`config.mk`:
```
export PLATFORM = sky130hd
export DESIGN_NAME = ccff_bitstream_loader
export DESIGN_NICKNAME = d
export VERILOG_FILES = /design/src/rtl/ccff_bitstream_loader.sv
export SDC_FILE = /design/constraint.sdc
export NUM_CORES = 1
export LEC_CHECK = 0
export BUFFER_PORTS_ARGS = -buffer_cell sky130_fd_sc_hd__buf_4
export CAP_MARGIN = 20
export CORE_MARGIN = 3
export CORE_UTILIZATION = 30
export CTS_BUF_LIST = sky130_fd_sc_hd__clkbuf_4
export DETAILED_ROUTE_END_ITERATION = 12
export HOLD_SLACK_MARGIN = 0.02
export PLACE_DENSITY_LB_ADDON = 0.25
export SLEW_MARGIN = 10
export SYNTH_ARGS = -nofsm -noshare
export SYNTH_HDL_FRONTEND = slang
export SYNTH_SLANG_ARGS = --single-unit
```
`constraint.sdc`:
```
create_clock -name prog_clk -period 3.9 [get_ports prog_clk]
set_input_delay 0.78 -clock prog_clk [delete_from_list [all_inputs] [get_ports prog_clk]]
set_output_delay 0.78 -clock prog_clk [all_outputs]
set_load 0.005 [all_outputs]
```
`src/rtl/ccff_bitstream_loader.sv`:
```
// ---------------------------------------------------------------------------
// ccff_bitstream_loader
//
// Purpose:
//   Feeds the configuration-chain head (ccff_head) of the CLB/routing tile
//   column. Bitstream bytes arrive from the host pin interface over a
//   valid/ready handshake. Each byte is serialized MSB-first onto ccff_head.
//   The loader also drives chain_clk_en, which gates the external prog_clk,
//   so the chain advances only on cycles that carry a valid bit. After
//   exactly CHAIN_LEN bits the loader stops and raises done.
//
// Parameters:
//   CHAIN_LEN : total configuration bits in the chain (>= 1)
//   CNT_W     : bit counter width (2**CNT_W must exceed CHAIN_LEN)
//
// Ports:
//   prog_clk     in   the only clock
//   reset        in   synchronous, active-high reset
//   cfg_start    in   one-cycle pulse that starts a load (IDLE or DONE only)
//   din[7:0]     in   bitstream byte; bit 7 is shifted first
//   din_valid    in   din is valid
//   din_ready    out  din is accepted this cycle (high in LOAD)
//   ccff_head    out  registered serial bit into the chain head
//   chain_clk_en out  registered enable for the chain's gated prog_clk
//   ccff_tail    in   serial bit from the chain tail (readback only)
//   busy         out  high in LOAD or SHIFT
//   done         out  high in DONE
//
// Optional readback (macro CCFF_BITSTREAM_LOADER_READBACK_EN):
//   rb_byte[7:0]        out  packed tail bits, first captured bit in bit 7
//   rb_valid            out  one-cycle pulse per emitted rb_byte
//   rb_count[CNT_W-1:0] out  total captured tail bits since cfg_start
//   Without the macro these ports do not exist and ccff_tail is unused.
// ---------------------------------------------------------------------------
module ccff_bitstream_loader #(
    parameter int CHAIN_LEN = 128,
    parameter int CNT_W     = 16
) (
    input  logic             prog_clk,
    input  logic             reset,
    input  logic             cfg_start,
    input  logic [7:0]       din,
    input  logic             din_valid,
    output logic             din_ready,
    output logic             ccff_head,
    output logic             chain_clk_en,
    input  logic             ccff_tail,
    output logic             busy,
`ifdef CCFF_BITSTREAM_LOADER_READBACK_EN
    output logic [7:0]       rb_byte,
    output logic             rb_valid,
    output logic [CNT_W-1:0] rb_count,
`endif
    output logic             done
);

    // Value of the bit counter while the final chain bit is being shifted.
    localparam logic [CNT_W-1:0] LAST_CNT = CNT_W'(CHAIN_LEN - 1);

    typedef enum logic [1:0] {
        ST_IDLE  = 2'd0,
        ST_LOAD  = 2'd1,
        ST_SHIFT = 2'd2,
        ST_DONE  = 2'd3
    } state_t;

    state_t           state;
    state_t           state_nxt;

    logic [7:0]       shreg;
    logic [CNT_W-1:0] bit_cnt;
    logic [2:0]       byte_idx;

    logic             start_ok;   // cfg_start honoured this cycle
    logic             take;       // din handshake this cycle

    // -----------------------------------------------------------------------
    // State register
    // -----------------------------------------------------------------------
    always_ff @(posedge prog_clk) begin
        if (reset) begin
            state <= ST_IDLE;
        end else begin
            state <= state_nxt;
        end
    end

    // -----------------------------------------------------------------------
    // Next state and state-decoded outputs
    // -----------------------------------------------------------------------
    always_comb begin
        state_nxt = state;
        din_ready = 1'b0;
        busy      = 1'b0;
        done      = 1'b0;
        start_ok  = 1'b0;
        take      = 1'b0;

        case (state)
            ST_IDLE: begin
                if (cfg_start) begin
                    start_ok  = 1'b1;
                    state_nxt = ST_LOAD;
                end
            end

            ST_LOAD: begin
                din_ready = 1'b1;
                busy      = 1'b1;
                if (din_valid) begin
                    take      = 1'b1;
                    state_nxt = ST_SHIFT;
                end
            end

            ST_SHIFT: begin
                busy = 1'b1;
                // Chain-full check wins over the end-of-byte return to LOAD,
                // so unused low bits of the final byte are dropped.
                if (bit_cnt == LAST_CNT) begin
                    state_nxt = ST_DONE;
                end else if (byte_idx == 3'd7) begin
                    state_nxt = ST_LOAD;
                end
            end

            ST_DONE: begin
                done = 1'b1;
                if (cfg_start) begin
                    start_ok  = 1'b1;
                    state_nxt = ST_LOAD;
                end
            end

            default: begin
                state_nxt = ST_IDLE;
            end
        endcase
    end

    // -----------------------------------------------------------------------
    // Serializer datapath
    //
    // ccff_head and chain_clk_en are flopped together from the SHIFT state,
    // so each bit and its enable appear on the same edge, one cycle after
    // the shift cycle that produced them. ccff_head only updates on shift
    // cycles, which holds the last bit through LOAD and DONE.
    // -----------------------------------------------------------------------
    always_ff @(posedge prog_clk) begin
        if (reset) begin
            shreg        <= 8'd0;
            bit_cnt      <= '0;
            byte_idx     <= 3'd0;
            ccff_head    <= 1'b0;
            chain_clk_en <= 1'b0;
        end else begin
            chain_clk_en <= (state == ST_SHIFT);

            if (state == ST_SHIFT) begin
                ccff_head <= shreg[7];
                shreg     <= {shreg[6:0], 1'b0};
                bit_cnt   <= bit_cnt + CNT_W'(1);
                byte_idx  <= byte_idx + 3'd1;
            end

            if (take) begin
                shreg    <= din;
                byte_idx <= 3'd0;
            end

            if (start_ok) begin
                bit_cnt <= '0;
            end
        end
    end

`ifdef CCFF_BITSTREAM_LOADER_READBACK_EN
    // -----------------------------------------------------------------------
    // Readback of the previous configuration
    //
    // The chain shifts on exactly the edges where chain_clk_en is high, so
    // ccff_tail sampled on those edges is the bit leaving the deepest flop.
    // Bits enter rb_shreg LSB-first; after eight of them the first captured
    // bit sits in bit 7. The final enabled edge of a load always happens
    // with the FSM already in DONE, which is where a short last byte is
    // left-justified and flushed.
    // -----------------------------------------------------------------------
    logic [6:0] rb_shreg;
    logic [2:0] rb_bits;
    logic [7:0] rb_cat;

    assign rb_cat = {rb_shreg, ccff_tail};

    always_ff @(posedge prog_clk) begin
        if (reset) begin
            rb_shreg <= 7'd0;
            rb_bits  <= 3'd0;
            rb_byte  <= 8'd0;
            rb_valid <= 1'b0;
            rb_count <= '0;
        end else begin
            rb_valid <= 1'b0;
            // A restart landing on the final enabled edge drops that last
            // tail bit; the new load owns the readback state from here on.
            if (start_ok) begin
                rb_shreg <= 7'd0;
                rb_bits  <= 3'd0;
                rb_count <= '0;
            end else if (chain_clk_en) begin
                rb_shreg <= rb_cat[6:0];
                rb_count <= rb_count + CNT_W'(1);
                if ((rb_bits == 3'd7) || (state == ST_DONE)) begin
                    // Shift the valid low (rb_bits+1) bits to the top; the
                    // vacated low bits fill with zeros.
                    rb_byte  <= rb_cat << (3'd7 - rb_bits);
                    rb_valid <= 1'b1;
                    rb_bits  <= 3'd0;
                end else begin
                    rb_bits <= rb_bits + 3'd1;
                end
            end
        end
    end
`else
    // Without readback the chain tail has no consumer.
    logic unused_ccff_tail;
    assign unused_ccff_tail = ccff_tail;
`endif

endmodule

```
**Word-level counts from Yosys, hierarchy flattened**

Index checks and enable logic that the tools add are counted.

- Register bits: 31
- Input bits: 13
- Output and inout port bits: 5

- Add/sub/neg operators: 2
- Eq/ne operators: 8
- Muxes and demuxes: 14
- Reductions and logical operators: 7

Operator list:

| operator | count |
|---|---|
| 16-bit by 1-bit adder with 16-bit output, second input constant | 1 |
| 16-bit by 7-bit equality test with 1-bit output, second input constant | 1 |
| 8-bit 2-to-1 mux | 2 |
| 2-bit 2-to-1 mux | 4 |
| 2-bit OR reduction | 4 |
| 1-bit 2-to-1 mux | 7 |
| 2-bit case mux with 3 select lines | 1 |
| 2-bit equality test, second input constant | 2 |
| 3-bit by 1-bit adder with 3-bit output, second input constant | 1 |
| 3-bit equality test, second input constant | 1 |
| 3-bit inequality test, second input constant | 1 |
| 3-bit AND reduction | 1 |
| 2-bit by 1-bit equality test with 1-bit output, second input constant | 1 |
| 2-bit zero test | 1 |
| 2-bit by 1-bit inequality test with 1-bit output, second input constant | 1 |
| 2-bit inequality test, second input constant | 1 |
| 2-bit nonzero test | 1 |

**Longest topological paths before layout**

Gate-level depths: netlist of run 1.

- Depth after elaboration: 4
- Gate-level depth with buffers: 7
- Depth with buffers taken out: 6

**Worst setup path after synthesis of run 1**

Ideal clock, no wire load.

- Kind: in2reg
- From: in reset
- To: reg bit_cnt[11]
- Arrival: 1704 ps
- Setup slack: 2137 ps
- Stages: 4
- Path buffers: 1
- Cells stage by stage: clkbuf_1 -> a21o_1 -> or4_1 -> nand2_1

- Cells in the longest elaborated chain, start to end: 1

Ends and longest elaborated chain:

| element | line | text |
|---|---|---|
| from (decl) | 40 | `input logic reset,` |
| 2-bit OR reduction (no line) | -- |  |
| to (signal assigned) | 162 | `bit_cnt <= bit_cnt + CNT_W'(1);` |
| to (decl) | 71 | `logic [CNT_W-1:0] bit_cnt;` |

Every way passes these cells.
A chain may end at the register's enable or synchronous reset.

**Final worst setup path of run 1**

- From: reg state[0]
- To: out busy

- Cells in the longest elaborated chain, start to end: 3
- Elaborated cells on any way between the ends: 4
- Those cells by class: eq/ne: 2; mux: 1; reduce/logical: 1

Ends and longest elaborated chain:

| element | line | text |
|---|---|---|
| from (decl) | 67 | `state_t state;` |
| from (signal assigned) | 84 | `state <= state_nxt;` |
| 2-bit equality test or 2-bit by 1-bit equality test with 1-bit output (tied branches) | 99 | `case (state)` |
| 2-bit OR reduction (no line) (*) | -- |  |
| 1-bit 2-to-1 mux (*) | 99 |  |
| to (decl) | 48 | `output logic busy,` |

Every way passes the cells marked *; elsewhere a longest branch is shown, timed or not.

==> results of run 1 <==
power groups by stage:
stage	Combinational, mW	Clock (mW)	Sequential, mW
after floorplan	0.220	0	0.388
after global placement	0.289	0	0.393
after detailed placement	0.295	0	0.396
after CTS	0.296	0.195	0.389
after global routing	0.330	0.210	0.395
final	0.292	0.186	0.388
critical path: stages, from the launching register on:
cell	delay, ns
dfxtp_1	0.38
inv_1	0.09
ha_1	0.33
inv_1	0.11
buf_4	0.12
flip-flops by register name (all words and copies together), names as in the netlist:
signal / count
shreg: 8
bit_cnt: 16
ccff_head: 1
chain_clk_en: 1
state: 2
byte_idx: 3
metal layers:
metal / part of all wire [%] / global-route usage [%] / wire (um) / vias up
met1: 47 / 12.2 / 1330 / 535
li1: - / - / - / 593
met3: 5.6 / 4.74 / 157 / 0
met2: 48 / 17.4 / 1340 / 23
met4: 0 / 3.26 / 0 / 0
met5: 0 / 0 / 0 / -
cells in the final DEF (no fill, tap or decap), drive strengths merged, types with 4 or more instances in the layout:
cell    instances
clkbuf          5
nor3            4
buf            17
ha              6
nor2           24
a21oi           4
nand2          10
dfxtp          31
a211oi          8
nand4           4
xor2            6
inv             5
and4            4
nand3           6
mux2i          11
xnor2           6
kinds of logic after synthesis:
kind of cell | Yosys count | synth area share, %
fa+ha+maj | 6 | 5.12
simple gates | 63 | 22.5
mux | 11 | 7.51
flops | 31 | 42.3
buf+inv | 12 | 3.92
compound gates | 23 | 11.4
xor+xnor | 12 | 7.17
worst min path at each step:
stage | slack, ns | to | from | cells past startpoint
detailed placement | 0.47 | shreg[0]$_SDFFE_PP0P_ | shreg[0]$_SDFFE_PP0P_ | 2
floorplan | 0.45 | shreg[0]$_SDFFE_PP0P_ | shreg[0]$_SDFFE_PP0P_ | 2
global placement | 0.47 | shreg[0]$_SDFFE_PP0P_ | shreg[0]$_SDFFE_PP0P_ | 2
finish | 0.48 | shreg[0]$_SDFFE_PP0P_ | shreg[0]$_SDFFE_PP0P_ | 2
global route | 0.53 | shreg[0]$_SDFFE_PP0P_ | shreg[0]$_SDFFE_PP0P_ | 2
CTS | 0.49 | shreg[0]$_SDFFE_PP0P_ | shreg[0]$_SDFFE_PP0P_ | 2
through the flow:
stage,hold slack [ns],util (%),power (mW)
floorplan,0.448,-,0.607
global placement,0.469,36.1,0.682
detailed placement,0.470,36.1,0.690
CTS,0.486,37.4,0.880
global route,0.527,37.4,0.935
finish,0.479,37.4,0.867
final cells by class:
class                      instances  area, um^2
tap                               65        81.3
inverter                           5        18.8
clock inverter                     3        20.0
multi-input combinational        115         788
clock buffer                       5        37.5
timing repair buffer              17         128
fill                             475        2840
sequential                        31         621
==> summary.txt, run 1 <==
CTS
  – Worst-Skew Late Latency: 0.33 ns
  – Setup bufs post-CTS: 0
  – CTS tree: built
  – Num CTS Buffers: 5
  – Clock Path Buffers: 2
  – CTS clk-pin slew, worst paths: 0.11 ns
  – CTS Sinks: 31
  – Post-cts sizing count: 0
  – H-tree depth: 2
  – Root Buffer: clkbuf_4
  – Hold-fix buffer count after cts: 0

Power and ir drop
  – P_sw: 0.304 mW
  – PwrDens: 512 nW/um^2
  – Clock power share: 21.5%
  – Leak Pwr: 0.642 nW
  – Switching share of power: 35.1%
  – Worst VDD drop: 322 uV
  – Combinational power share: 33.7%
  – Flop pwr share: 44.8%
  – Pint: 0.563 mW

Synth
  – Cell area after synthesis: 1470 um^2
  – Synth area leaders: dfxtp_1, mux2i_1, nor2_1
  – Top-count cell post-synth: dfxtp_1
  – #FFs+latches synth: 31
  – Synthesis Warnings: 0
  – Ys async rst share: 0%
  – Yosys top cell by area: dfxtp_1
  – Post-synth EDFFs: 0
  – Main synth FF type: dfxtp_1
  – Top cells by count, synth: dfxtp_1, nor2_1, mux2i_1, nand2_1, a211oi_1
  – Area share of the largest cell type after synthesis: 42.3%
  – Post-Syn Instances: 158
  – Count of cell types in the netlist: 39
  – Syn nets: 177
  – Post-synthesis sequential area ratio: 42.3%
  – Avg Inst Size Synth: 9.28 um^2

Job
  – Maximum capacitance violations: 0

Die
  – DIE WIDTH: 75.9 um
  – DIE HEIGHT: 75.9 um
  – Core area: 4530 um^2
  – Effective utilization at floorplan: 32.3%
  – Die area: 5760 um^2
  – Std cell rows: 24
  – Ports: 18

Setup path
  – CP required: 3.12 ns
  – Crit. End Element: output port
  – CP max FO: 3
  – Crit path launch type: flip-flop
  – FF-to-FF End: bit_cnt[11]$_SDFFE_PP0N_
  – Critical Path End: busy
  – Critical path startpoint: state[0]$_SDFFE_PP0P_
  – FF-to-FF path depth: 7
  – FF-to-FF setup slack: 1.94 ns
  – Reg2reg start: state[0]$_SDFFE_PP0P_
  – Crit path DAT: 1.35 ns
  – Crit Path Class: flip-flop to output port

Global routing
  – Gr ovfl total: 0
  – GRT Util Overall: 10.5%
  – Number of global-route vias before repair: 1,180
  – Initial antenna violation count: 0
  – Largest net degree at the start of global routing: 20
  – First-pass GRT wire length: 5000 um

Finish
  – Final std cell area, no fill: 1690 um^2
  – Post-layout net count: 194
  – Diodes inserted: 0
  – Final non-filler cell total: 241
  – Layout cells sized above 1: 17.6%
  – Area delta synth->final: 15.5%

Routing
  – Initial DRC count: 38
  – Vias per cell: 4.78
  – Routed WL: 2830 um
  – Drt wl/cell: 11.7 um
  – Detail Route Antenna Nets: 0
  – Drc violations: 0
  – Pre-antenna DRT Iters: 4
  – Via count: 1,151

STA
  – Setup_tns: 0 ns
  – Relative slew slack: 66.8%
  – Max Clock Freq: 0.469 GHz
  – Final Max Tran Viols: 0
  – Final Hold Viols: 0
  – Worst slew pin tran: 0.498 ns
  – Clk_skew: 0.0117 ns
  – Post-layout worst setup margin: 1.77 ns
  – Minimum clock period: 2.13 ns
  – RSZ-0062 raised after global routing: no
  – Period utilization: 54.7%
  – # setup viols final: 0

Placed design
  – DP Cell Count: 233
  – Port bufs: 16
  – Final Wtd Congestion: 0.762
  – Pre-CTS WS: 1.90 ns
  – DP Area: 1640 um^2
  – Detailed placement HPWL: 2060 um

Worst hold path
  – HP Class: flip-flop to flip-flop

Run status
  – Status: completed
Note: power is estimated with default switching activity, not from simulation.
==> run 2: changes to the inputs <==
==> constraint.sdc (replaced) <==
create_clock -name prog_clk -period 2 [get_ports prog_clk]
set_input_delay 0.4 -clock prog_clk [delete_from_list [all_inputs] [get_ports prog_clk]]
set_output_delay 0.4 -clock prog_clk [all_outputs]
set_load 0.005 [all_outputs]
==> run 2 against run 1 <==
Against the previous run: sequential power increased by 95%; critical path depth rose by 2; largest cell class unchanged; register-to-register slack worse by 1.7 ns; die area is the same; design area increased by 0.15%; first-iteration DRC count is 66% higher; wire length grew 2.8%; flip-flop and latch count is the same.
==> summary.txt, run 2 (synthesized netlist as in run 1, its figures left out) <==
STA
  – RSZ-0062 raised after global routing: no
  – Minimum clock period: 1.78 ns
  – Relative slew slack: 68.6%
  – Setup_tns: 0 ns
  – Clk_skew: 0.00917 ns
  – # setup viols final: 0
  – Final Hold Viols: 0
  – Post-layout worst setup margin: 0.216 ns
  – Max Clock Freq: 0.560 GHz
  – Final Max Tran Viols: 0
  – Worst slew pin tran: 0.470 ns
  – Period utilization: 89.2%

Die
  – Die area: 5760 um^2
  – Core area: 4530 um^2
  – Effective utilization at floorplan: 32.3%
  – DIE HEIGHT: 75.9 um
  – DIE WIDTH: 75.9 um
  – Std cell rows: 24
  – Ports: 18

CTS
  – CTS tree: built
  – CTS Sinks: 31
  – Clock Path Buffers: 2
  – CTS clk-pin slew, worst paths: 0.10 ns
  – H-tree depth: 2
  – Root Buffer: clkbuf_4
  – Post-cts sizing count: 0
  – Hold-fix buffer count after cts: 0
  – Num CTS Buffers: 5
  – Setup bufs post-CTS: 0
  – Worst-Skew Late Latency: 0.32 ns

Global routing
  – Number of global-route vias before repair: 1,180
  – Largest net degree at the start of global routing: 18
  – GRT Util Overall: 10.8%
  – Initial antenna violation count: 0
  – First-pass GRT wire length: 5120 um
  – Gr ovfl total: 0

Routing
  – Routed WL: 2910 um
  – Detail Route Antenna Nets: 0
  – Pre-antenna DRT Iters: 4
  – Vias per cell: 4.79
  – Drc violations: 0
  – Initial DRC count: 63
  – Via count: 1,158
  – Drt wl/cell: 12.0 um

Finish
  – Commonest cells after routing, fill and taps aside: dfxtp_1, nor2_1, buf_4, mux2i_1, nand2_1
  – Most flops, register: bit_cnt
  – Final design utilization: 37.4%
  – Final std cell area, no fill: 1700 um^2
  – Area delta synth->final: 15.7%
  – Max reg flops: 16
  – Commonest non-fill, non-tap cell in the layout: dfxtp_1
  – Layout cells sized above 1: 16.9%
  – Post-layout net count: 195
  – Diodes inserted: 0
  – Largest regs: bit_cnt: 16 flops, shreg: 8 flops, byte_idx: 3 flops

Setup path
  – Crit. End Element: flip-flop
  – Slowest cell on crit path: and4_1
  – CP required: 2.23 ns
  – CP max stage delay: 0.41 ns
  – Critical path's top delay family: simple AND/OR/NAND/NOR gates
  – Critical Path End: bit_cnt[15]$_SDFFE_PP0N_
  – Critical-path cell list: inv_1, ha_1, and4_1, and3_2, a31oi_1, a41o_1
  – WP buf/inv: 1
  – Crit Path Class: flip-flop to flip-flop
  – Crit path launch type: flip-flop
  – CP max FO: 6
  – Crit path DAT: 2.01 ns
  – FF-to-FF End: bit_cnt[15]$_SDFFE_PP0N_
  – Stages on worst setup path: 6
  – Critical path startpoint: state[0]$_SDFFE_PP0P_
  – Reg2reg start: state[0]$_SDFFE_PP0P_
  – FF-to-FF setup slack: 0.22 ns
  – FF-to-FF path depth: 6

Run status
  – Status: completed

Placed design
  – DP Area: 1640 um^2
  – Final Wtd Congestion: 0.775
  – Pre-CTS WS: 0.224 ns
  – Detailed placement HPWL: 2200 um
  – Port bufs: 16

Power and ir drop
  – PwrDens: 994 nW/um^2
  – Leak Pwr: 0.651 nW
  – Worst VDD drop: 571 uV

Worst hold path
  – HP Class: input port to flip-flop
  – Hold path start: din[0]

Job
  – Maximum capacitance violations: 0
run 2: changes by cell type in the layout (fill, tap and decap cells not counted), sizes merged:
| cell | before | now |
|---|---|---|
| clkbuf | 5 | 6 |
| buf | 17 | 18 |
| clkinvlp | 2 | 0 |
| clkinv | 1 | 2 |
run 2: worst min path at each step:
stage	endpoint	slack, ns	cells after the start
after floorplan	shreg[0]$_SDFFE_PP0P_	0.45	2
after global placement	shreg[0]$_SDFFE_PP0P_	0.47	2
after detailed placement	shreg[0]$_SDFFE_PP0P_	0.47	2
after CTS	shreg[0]$_SDFFE_PP0P_	0.32	3
after global routing	shreg[0]$_SDFFE_PP0P_	0.33	3
final	shreg[0]$_SDFFE_PP0P_	0.33	3
run 2: through the flow:
step	instances	hold WS, ns	total power, mW
after floorplan	158	0.448	1.18
after global routing	242	0.332	1.82
after CTS	242	0.318	1.71
after global placement	234	0.469	1.34
after detailed placement	234	0.473	1.36
final	242	0.334	1.69
run 2: cell type report:
| cell class | count | area (um^2) |
|---|---|---|
| clock buffer | 6 | 45.0 |
| clock inverter | 2 | 7.51 |
| fill | 466 | 2840 |
| inverter | 5 | 18.8 |
| multi-input combinational | 115 | 788 |
| sequential | 31 | 621 |
| tap | 65 | 81.3 |
| timing repair buffer | 18 | 135 |
run 2: where the power goes:
group          internal (mW)  switching, mW  total (mW)  leakage [nW]
sequential             0.703         0.0538       0.757         0.251
clock                  0.144          0.207       0.350        0.0307
combinational          0.268          0.311       0.579         0.369
total                   1.11          0.571        1.69         0.651
run 2: metal layers:
| layer | vias to the layer above | part of all wire (%) | global-route usage (%) |
|---|---|---|---|
| met3 | 5 | 4.2 | 3.20 |
| met2 | 23 | 48 | 17.5 |
| met1 | 533 | 47 | 13.2 |
| met5 | - | 0 | 0 |
| li1 | 597 | - | - |
| met4 | 0 | 1.5 | 4.89 |
run 2: worst reg2reg max path, stage by stage, from the launching register on:
cell and delay, ns:
dfxtp_1 0.34, inv_1 0.10, ha_1 0.29, and4_1 0.41
and3_2 0.25, a31oi_1 0.09, a41o_1 0.21
